### src/rtl/ecc_gf11_pkg.sv
// rtl/ecc_gf11_pkg.sv - GF(11) constants, coordinate type, inverse table and point_halve states
package ecc_gf11_pkg;
    localparam int unsigned P = 11;
    localparam int unsigned A = 1;
    localparam int unsigned B = 6;

    typedef logic [3:0] coord_t;

    typedef enum logic [1:0] {
        IDLE,
        EVAL,
        CMP,
        DONE
    } state_t;

    // Entry i holds inv(i); index 10 is leftmost, inv(0)=0 by convention.
    localparam logic [10:0][3:0] INV_LUT = {
        4'd10, 4'd5, 4'd7, 4'd8, 4'd2, 4'd9, 4'd3, 4'd4, 4'd6, 4'd1, 4'd0
    };

    function automatic coord_t gf11_inv(input coord_t v);
        return (v > 4'd10) ? 4'd0 : INV_LUT[v];
    endfunction
endpackage

### src/rtl/point_halve_if.sv
// rtl/point_halve_if.sv - request/result bundle for the point halving engine
interface point_halve_if;
    logic              start;
    logic signed [8:0] q_x;
    logic signed [8:0] q_y;
    logic              busy;
    logic              done;
    logic              found;
    logic              invalid;
    logic signed [8:0] half_x;
    logic signed [8:0] half_y;

    modport master (
        output start, q_x, q_y,
        input  busy, done, found, invalid, half_x, half_y
    );

    modport slave (
        input  start, q_x, q_y,
        output busy, done, found, invalid, half_x, half_y
    );
endinterface

### src/rtl/gf11_mod.sv
// rtl/gf11_mod.sv - combinational reduction of a 12-bit unsigned value into 0..10
module gf11_mod
    import ecc_gf11_pkg::*;
(
    input  logic [11:0] a,
    output coord_t      r
);
    assign r = coord_t'(a % 12'(P));
endmodule

### src/rtl/point_halve.sv
// rtl/point_halve.sv - finds P with 2P = Q by scanning all GF(11) candidates through the doubling formula
// POINT_HALVE_EARLY_EXIT_EN: finish right after the first match instead of scanning all 121 candidates.
module point_halve
    import ecc_gf11_pkg::*;
(
    input  logic         clk,
    input  logic         rst_n,
    point_halve_if.slave bus
);
    state_t state, state_nxt;
    coord_t cx, cy, qx, qy, lam, hx, hy;
    logic   ok, found, invalid;
    logic   accept, q_bad, last, match;

    coord_t cx_sq, tan_num, two_cy, lam_d, y_sq, rhs, x3, y3;
    logic   ok_d;

    assign q_bad  = bus.q_x[8] || (bus.q_x[7:0] > 8'd10) || bus.q_y[8] || (bus.q_y[7:0] > 8'd10);
    assign accept = bus.start && ((state == IDLE) || (state == DONE));
    assign last   = (cx == 4'd10) && (cy == 4'd10);

    // EVAL side: slope numerator/denominator and curve membership of (cx, cy)
    gf11_mod u_cx_sq  (.a(12'(cx) * 12'(cx)),                      .r(cx_sq));
    gf11_mod u_tan    (.a(12'd3 * 12'(cx_sq) + 12'(A)),            .r(tan_num));
    gf11_mod u_two_cy (.a(12'(cy) * 12'd2),                        .r(two_cy));
    gf11_mod u_lam    (.a(12'(tan_num) * 12'(gf11_inv(two_cy))),   .r(lam_d));
    gf11_mod u_y_sq   (.a(12'(cy) * 12'(cy)),                      .r(y_sq));
    gf11_mod u_rhs    (.a(12'(cx_sq) * 12'(cx) + 12'(cx) + 12'(B)), .r(rhs));

    assign ok_d = (y_sq == rhs) && (cy != 4'd0);

    // CMP side: subtractions are biased by P so the 12-bit operands never wrap
    gf11_mod u_x3 (.a(12'(lam) * 12'(lam) + 12'(2 * P) - 12'(cx) * 12'd2), .r(x3));
    gf11_mod u_y3 (.a(12'(lam) * (12'(cx) + 12'(P) - 12'(x3)) + 12'(P) - 12'(cy)), .r(y3));

    assign match = ok && (x3 == qx) && (y3 == qy);

    always_ff @(posedge clk or negedge rst_n) begin
        if (!rst_n) state <= IDLE;
        else        state <= state_nxt;
    end

    always_comb begin
        state_nxt = state;
        case (state)
            IDLE: if (accept) state_nxt = q_bad ? DONE : EVAL;
            EVAL: state_nxt = CMP;
            CMP: begin
`ifdef POINT_HALVE_EARLY_EXIT_EN
                state_nxt = (match || last) ? DONE : EVAL;
`else
                state_nxt = last ? DONE : EVAL;
`endif
            end
            DONE: state_nxt = accept ? (q_bad ? DONE : EVAL) : IDLE;
            default: state_nxt = IDLE;
        endcase
    end

    always_ff @(posedge clk or negedge rst_n) begin
        if (!rst_n) begin
            qx      <= '0;
            qy      <= '0;
            cx      <= '0;
            cy      <= '0;
            lam     <= '0;
            ok      <= 1'b0;
            hx      <= '0;
            hy      <= '0;
            found   <= 1'b0;
            invalid <= 1'b0;
        end else if (accept) begin
            qx      <= coord_t'(bus.q_x[3:0]);
            qy      <= coord_t'(bus.q_y[3:0]);
            cx      <= '0;
            cy      <= '0;
            hx      <= '0;
            hy      <= '0;
            found   <= 1'b0;
            invalid <= q_bad;
        end else if (state == EVAL) begin
            lam <= lam_d;
            ok  <= ok_d;
        end else if (state == CMP) begin
            // Only the lowest-index match is reported
            if (match && !found) begin
                hx    <= cx;
                hy    <= cy;
                found <= 1'b1;
            end
            if (cy == 4'd10) begin
                cy <= '0;
                cx <= cx + 4'd1;
            end else begin
                cy <= cy + 4'd1;
            end
        end
    end

    assign bus.busy    = (state == EVAL) || (state == CMP);
    assign bus.done    = (state == DONE);
    assign bus.found   = found;
    assign bus.invalid = invalid;
    assign bus.half_x  = {5'd0, hx};
    assign bus.half_y  = {5'd0, hy};
endmodule

### src/flat_wrapper.sv
// flat-port wrapper written by rule: the top's interface ports become plain ports
module point_halve_flat import ecc_gf11_pkg::*;
  (clk, rst_n, bus_start, bus_q_x, bus_q_y, bus_busy, bus_done, bus_found, bus_invalid, bus_half_x, bus_half_y);
  point_halve_if bus_i ();
  input  logic clk;
  input  logic rst_n;
  input wire logic [$bits(bus_i.start)-1:0] bus_start;
  input wire logic [$bits(bus_i.q_x)-1:0] bus_q_x;
  input wire logic [$bits(bus_i.q_y)-1:0] bus_q_y;
  output wire logic [$bits(bus_i.busy)-1:0] bus_busy;
  output wire logic [$bits(bus_i.done)-1:0] bus_done;
  output wire logic [$bits(bus_i.found)-1:0] bus_found;
  output wire logic [$bits(bus_i.invalid)-1:0] bus_invalid;
  output wire logic [$bits(bus_i.half_x)-1:0] bus_half_x;
  output wire logic [$bits(bus_i.half_y)-1:0] bus_half_y;
  assign bus_i.start = bus_start;
  assign bus_i.q_x = bus_q_x;
  assign bus_i.q_y = bus_q_y;
  assign bus_busy = bus_i.busy;
  assign bus_done = bus_i.done;
  assign bus_found = bus_i.found;
  assign bus_invalid = bus_i.invalid;
  assign bus_half_x = bus_i.half_x;
  assign bus_half_y = bus_i.half_y;
  point_halve u_core (.clk(clk), .rst_n(rst_n), .bus(bus_i));
endmodule
### config.mk
export PLATFORM = sky130hd
export DESIGN_NAME = point_halve_flat
export DESIGN_NICKNAME = d
export VERILOG_FILES = /design/src/rtl/ecc_gf11_pkg.sv /design/src/rtl/point_halve_if.sv /design/src/rtl/gf11_mod.sv /design/src/rtl/point_halve.sv /design/src/flat_wrapper.sv
export SDC_FILE = /design/constraint.sdc
export NUM_CORES = 1
export LEC_CHECK = 0
export CAP_MARGIN = 20
export CELL_PAD_IN_SITES_DETAIL_PLACEMENT = 1
export CELL_PAD_IN_SITES_GLOBAL_PLACEMENT = 2
export CORE_AREA = 5 5 228 230
export CTS_BUF_LIST = sky130_fd_sc_hd__clkbuf_8 sky130_fd_sc_hd__clkbuf_16
export CTS_CLUSTER_SIZE = 16
export DETAILED_ROUTE_END_ITERATION = 12
export DIE_AREA = 0 0 233 235
export PLACE_DENSITY = 0.95
export SLEW_MARGIN = 40
export SYNTH_ARGS = -nofsm -noshare
export SYNTH_HDL_FRONTEND = slang
export SYNTH_HIERARCHICAL = 1
export SYNTH_SLANG_ARGS = --single-unit
### constraint.sdc
create_clock -name clk -period 37.9 [get_ports clk]
set_clock_uncertainty 0.1 [all_clocks]
set_input_delay 7.58 -clock clk [delete_from_list [all_inputs] [get_ports clk]]
set_output_delay 7.58 -clock clk [all_outputs]
set_load 0.05 [all_outputs]
==> flow_summary.html <==
<table>
<tr><th>Metric</th><th>Value</th></tr>
<tr><th colspan="2">Job</th></tr>
<tr><td>Max-capacitance violation count</td><td>0</td></tr>
<tr><th colspan="2">Setup path</th></tr>
<tr><td>Slowest CP cell</td><td>sky130_fd_sc_hd__dfrtp_1</td></tr>
<tr><td>Startpoint types</td><td>flop</td></tr>
<tr><td>Endpoint arrival time on the critical path</td><td>21160 ps</td></tr>
<tr><td>Worst stage delay on the critical path</td><td>670 ps</td></tr>
<tr><td>Crit. End Element</td><td>flop</td></tr>
<tr><td>Required arrival time at the worst endpoint</td><td>37970 ps</td></tr>
<tr><td>Classification of the worst setup path</td><td>flop to flop</td></tr>
<tr><td>Maximum fanout along the worst path</td><td>75</td></tr>
<tr><td>Most frequent cell on the critical path</td><td>sky130_fd_sc_hd__fa_1</td></tr>
<tr><th colspan="2">Logic synthesis</th></tr>
<tr><td>Most instantiated flip-flop cell in the synthesis netlist</td><td>sky130_fd_sc_hd__dfrtp_1</td></tr>
<tr><td>Fraction of registers with async set/reset</td><td>100%</td></tr>
<tr><td>Syn Std Cell Area</td><td>21100 um2</td></tr>
<tr><td>Share of the synthesized area in the top cell type</td><td>6.57%</td></tr>
<tr><td>Average cell area after synthesis</td><td>7.46 um2</td></tr>
<tr><td>Warnings, synthesis</td><td>6</td></tr>
<tr><td>Number of standard cells after synthesis</td><td>2832</td></tr>
<tr><td>Number of synthesized flops with an enable pin</td><td>0</td></tr>
<tr><td>Number of register bits inferred by synthesis</td><td>33</td></tr>
<tr><td>Cell type contributing the most total cell area after synthesis</td><td>sky130_fd_sc_hd__ha_1</td></tr>
<tr><td>Top cells by area, synth</td><td>sky130_fd_sc_hd__ha_1, sky130_fd_sc_hd__fa_1, sky130_fd_sc_hd__dfrtp_1</td></tr>
<tr><td>Register area share after synthesis</td><td>3.91%</td></tr>
<tr><td>Unique masters post-synth</td><td>117</td></tr>
<tr><td>Most frequent cells after synthesis</td><td>sky130_fd_sc_hd__nand2_1, sky130_fd_sc_hd__nor2_1, sky130_fd_sc_hd__a21oi_1</td></tr>
<tr><td>Most common cell in the netlist</td><td>sky130_fd_sc_hd__nand2_1</td></tr>
<tr><th colspan="2">GRT</th></tr>
<tr><td>Total routing usage reported by global routing</td><td>23.6%</td></tr>
<tr><td>Wire length of the first global-routing pass</td><td>115000 um</td></tr>
<tr><td>Number of global-route vias before repair</td><td>23.2k</td></tr>
<tr><td>Gr ovfl total</td><td>0</td></tr>
<tr><td>Pin count of the biggest net entering global routing</td><td>76</td></tr>
<tr><td>Number of antenna violations at the first check in global routing</td><td>0</td></tr>
<tr><th colspan="2">Clocking</th></tr>
<tr><td>CTS Buffer Depth</td><td>2</td></tr>
<tr><td>Clock slew seen by the registers of the worst setup and hold paths</td><td>60 ps</td></tr>
<tr><td>Post-cts hold buffer count</td><td>0</td></tr>
<tr><td>Post CTS Setup Buffer Count</td><td>0</td></tr>
<tr><td>Root Buffer Master</td><td>sky130_fd_sc_hd__clkbuf_16</td></tr>
<tr><td>Number of sinks handled by clock tree synthesis</td><td>33</td></tr>
<tr><td>H-tree levels</td><td>2</td></tr>
<tr><td>Number of gates given a new drive strength after cts</td><td>0</td></tr>
<tr><td>TritonCTS clock tree</td><td>built</td></tr>
<tr><td>Skew-Pair Late Insertion Delay</td><td>290 ps</td></tr>
<tr><td>Total clock buffers created by CTS</td><td>5</td></tr>
<tr><th colspan="2">Die</th></tr>
<tr><td>Top-level I/O count</td><td>43</td></tr>
<tr><td>Chip width</td><td>233 um</td></tr>
<tr><td>Core area</td><td>49700 um2</td></tr>
<tr><td>Vert. Die Dim</td><td>235 um</td></tr>
<tr><td>Initial Util</td><td>42.6%</td></tr>
<tr><td>Number of core rows</td><td>82</td></tr>
<tr><td>Floorplan die area</td><td>54800 um2</td></tr>
<tr><th colspan="2">Hold path</th></tr>
<tr><td>Type of the tightest min-delay check</td><td>flop to flop</td></tr>
<tr><th colspan="2">Route</th></tr>
<tr><td>Detailed-route wire length per cell</td><td>19.3 um</td></tr>
<tr><td>DR DRC count</td><td>0</td></tr>
<tr><td>Length of the first detailed-routing pass in iterations</td><td>5</td></tr>
<tr><td>Vias per std cell</td><td>6.43</td></tr>
<tr><td>Post-route antenna net violation count</td><td>0</td></tr>
<tr><td>Detailed Route WL</td><td>69100 um</td></tr>
<tr><td>Vias after detailed routing</td><td>23.1k</td></tr>
<tr><td>Number of design-rule violations left by the first detailed-router iteration</td><td>1635</td></tr>
<tr><th colspan="2">Finish</th></tr>
<tr><td>Utilization after layout</td><td>45.1%</td></tr>
<tr><td>Area added between synthesis and finish</td><td>5.97%</td></tr>
<tr><td>Post-layout net count</td><td>3093</td></tr>
<tr><td>Post-layout instance area</td><td>22400 um2</td></tr>
<tr><td>Ratio of cells with drive above 1 in the final layout</td><td>10.4%</td></tr>
<tr><td>Diodes inserted</td><td>0</td></tr>
<tr><th colspan="2">Placed design</th></tr>
<tr><td>Gpl congestion</td><td>0.924</td></tr>
<tr><td>Post-Place Cell Area</td><td>22200 um2</td></tr>
<tr><td>Port buffer count</td><td>32</td></tr>
<tr><td>Placed wire-length estimate after detailed placement</td><td>54100 um</td></tr>
<tr><td>Place WS</td><td>17140 ps</td></tr>
<tr><th colspan="2">Timing</th></tr>
<tr><td>Setup violations, final</td><td>0</td></tr>
<tr><td>Final max-slew violation count</td><td>0</td></tr>
<tr><td>Upper clock frequency limit</td><td>0.0474 GHz</td></tr>
<tr><td>Worst slew margin relative to its limit</td><td>46.0%</td></tr>
<tr><td>Fin. Hold Viols</td><td>0</td></tr>
<tr><td>Slew at the pin closest to its max-slew limit</td><td>810 ps</td></tr>
<tr><td>PnR worst setup slack</td><td>16810 ps</td></tr>
<tr><td>Aggregate negative setup slack</td><td>0 ps</td></tr>
<tr><td>Post-route minimum period</td><td>21090 ps</td></tr>
<tr><td>Share of the clock period used by the worst path</td><td>55.6%</td></tr>
<tr><td>RSZ-0062 raised after global routing</td><td>false</td></tr>
<tr><th colspan="2">Status</th></tr>
<tr><td>Run status</td><td>finished, final reports clean</td></tr>
</table>
==> cell families (layout without fill, tap and decap cells) <==
| kind of cell | after synthesis | count (layout) | share of synthesized area, % |
|---|---|---|---|
| adder cells (fa/ha/maj) | 164 | 164 | 11.3 |
| flip-flops | 33 | 33 | 3.91 |
| AND/OR/NAND/NOR | 1042 | 1042 | 27.4 |
| multiplexers | 47 | 47 | 2.88 |
| AO/OA/AOI/OAI | 1096 | 1096 | 42.0 |
| XOR/XNOR | 91 | 91 | 4.02 |
| buffers and inverters | 358 | 238 | 8.43 |
| other | 1 | 205 | 0.0177 |
==> critical path, delay by kind of cell (launching register included) <==
kind,cells,cell delay [ps]
DFF,1,670
adders and majority gates,17,6370
xor gates and xnor gates,4,630
muxes,2,690
buffers and inverters,10,1300
AOI/OAI and AO/OA,19,4160
and+or+nand+nor,23,7010
==> path summary, 6_finish.rpt <==
kind                       cells past startpoint                         to  slack, ps                 startpoint
setup / recovery                              75   u_core/hx[0]$_DFFE_PN0P_      16810  u_core/lam[3]$_DFFE_PN0P_
hold / removal                                 1   u_core/hy[1]$_DFFE_PN0P_        410   u_core/hy[1]$_DFFE_PN0P_
setup reg to reg                              75   u_core/hx[0]$_DFFE_PN0P_      16810  u_core/lam[3]$_DFFE_PN0P_
hold reg to reg                                1   u_core/hy[1]$_DFFE_PN0P_        410   u_core/hy[1]$_DFFE_PN0P_
max in group asynchronous                      1   u_core/cx[0]$_DFFE_PN0P_      30220                      rst_n
min in group asynchronous                      1  u_core/lam[0]$_DFFE_PN0P_       7140                      rst_n
==> layout make-up <==
| class | instances | area (um2) |
|---|---|---|
| clock buffer | 6 | 139 |
| clock inverter | 2 | 37.5 |
| fill | 6417 | 27300 |
| inverter | 170 | 638 |
| multi-input combinational | 2645 | 19400 |
| sequential | 33 | 827 |
| tap | 672 | 841 |
| timing repair buffer | 60 | 528 |
==> registers in the layout, summed over array words and instances (netlist names) <==
signal / cells
u_core/bus.found: 1
u_core/cx: 4
u_core/state: 2
u_core/ok: 1
u_core/hx: 4
u_core/qx: 4
u_core/lam: 4
u_core/bus.invalid: 1
u_core/hy: 4
u_core/qy: 4
u_core/cy: 4
==> placed cells by master, fill, tap and decap left out, types with 45 or more instances in the layout <==
cell | Yosys | routed
sky130_fd_sc_hd__o21ai_0 | 68 | 68
sky130_fd_sc_hd__nand3_1 | 105 | 105
sky130_fd_sc_hd__o22ai_1 | 59 | 59
sky130_fd_sc_hd__conb_1 | 1 | 205
sky130_fd_sc_hd__fa_1 | 46 | 46
sky130_fd_sc_hd__nand2b_1 | 52 | 52
sky130_fd_sc_hd__nor2b_1 | 58 | 58
sky130_fd_sc_hd__and2_1 | 64 | 64
sky130_fd_sc_hd__nor4_1 | 48 | 48
sky130_fd_sc_hd__ha_1 | 111 | 110
sky130_fd_sc_hd__nand2_1 | 192 | 192
sky130_fd_sc_hd__a21o_1 | 74 | 74
sky130_fd_sc_hd__nor2_1 | 191 | 190
sky130_fd_sc_hd__nor3_1 | 58 | 58
sky130_fd_sc_hd__a21oi_1 | 148 | 148
sky130_fd_sc_hd__a211oi_1 | 47 | 47
sky130_fd_sc_hd__o221ai_1 | 45 | 45
sky130_fd_sc_hd__inv_1 | 118 | 118
sky130_fd_sc_hd__o21ai_1 | 64 | 64
==> routing by layer <==
metal / vias to the layer above / GRT usage [%] / routed length (um)
met2: 454 / 41.9 / 33900
li1: 11019 / - / -
met1: 11526 / 31.7 / 32000
met4: 0 / 4.17 / 1040
met3: 79 / 1.81 / 2200
met5: - / 0 / 0
==> metrics by stage <==
step / hold WS (ps) / cells
3_3_place_gp: 395 / 3580
2_1_floorplan: 365 / 3036
6_report: 413 / 3588
3_5_place_dp: 395 / 3580
5_1_grt: 425 / 3588
4_1_cts: 414 / 3588
Power is left out: the tool's default activity adds up to more than one toggle a clock period on the data nets, which glitch-free logic cannot reach.
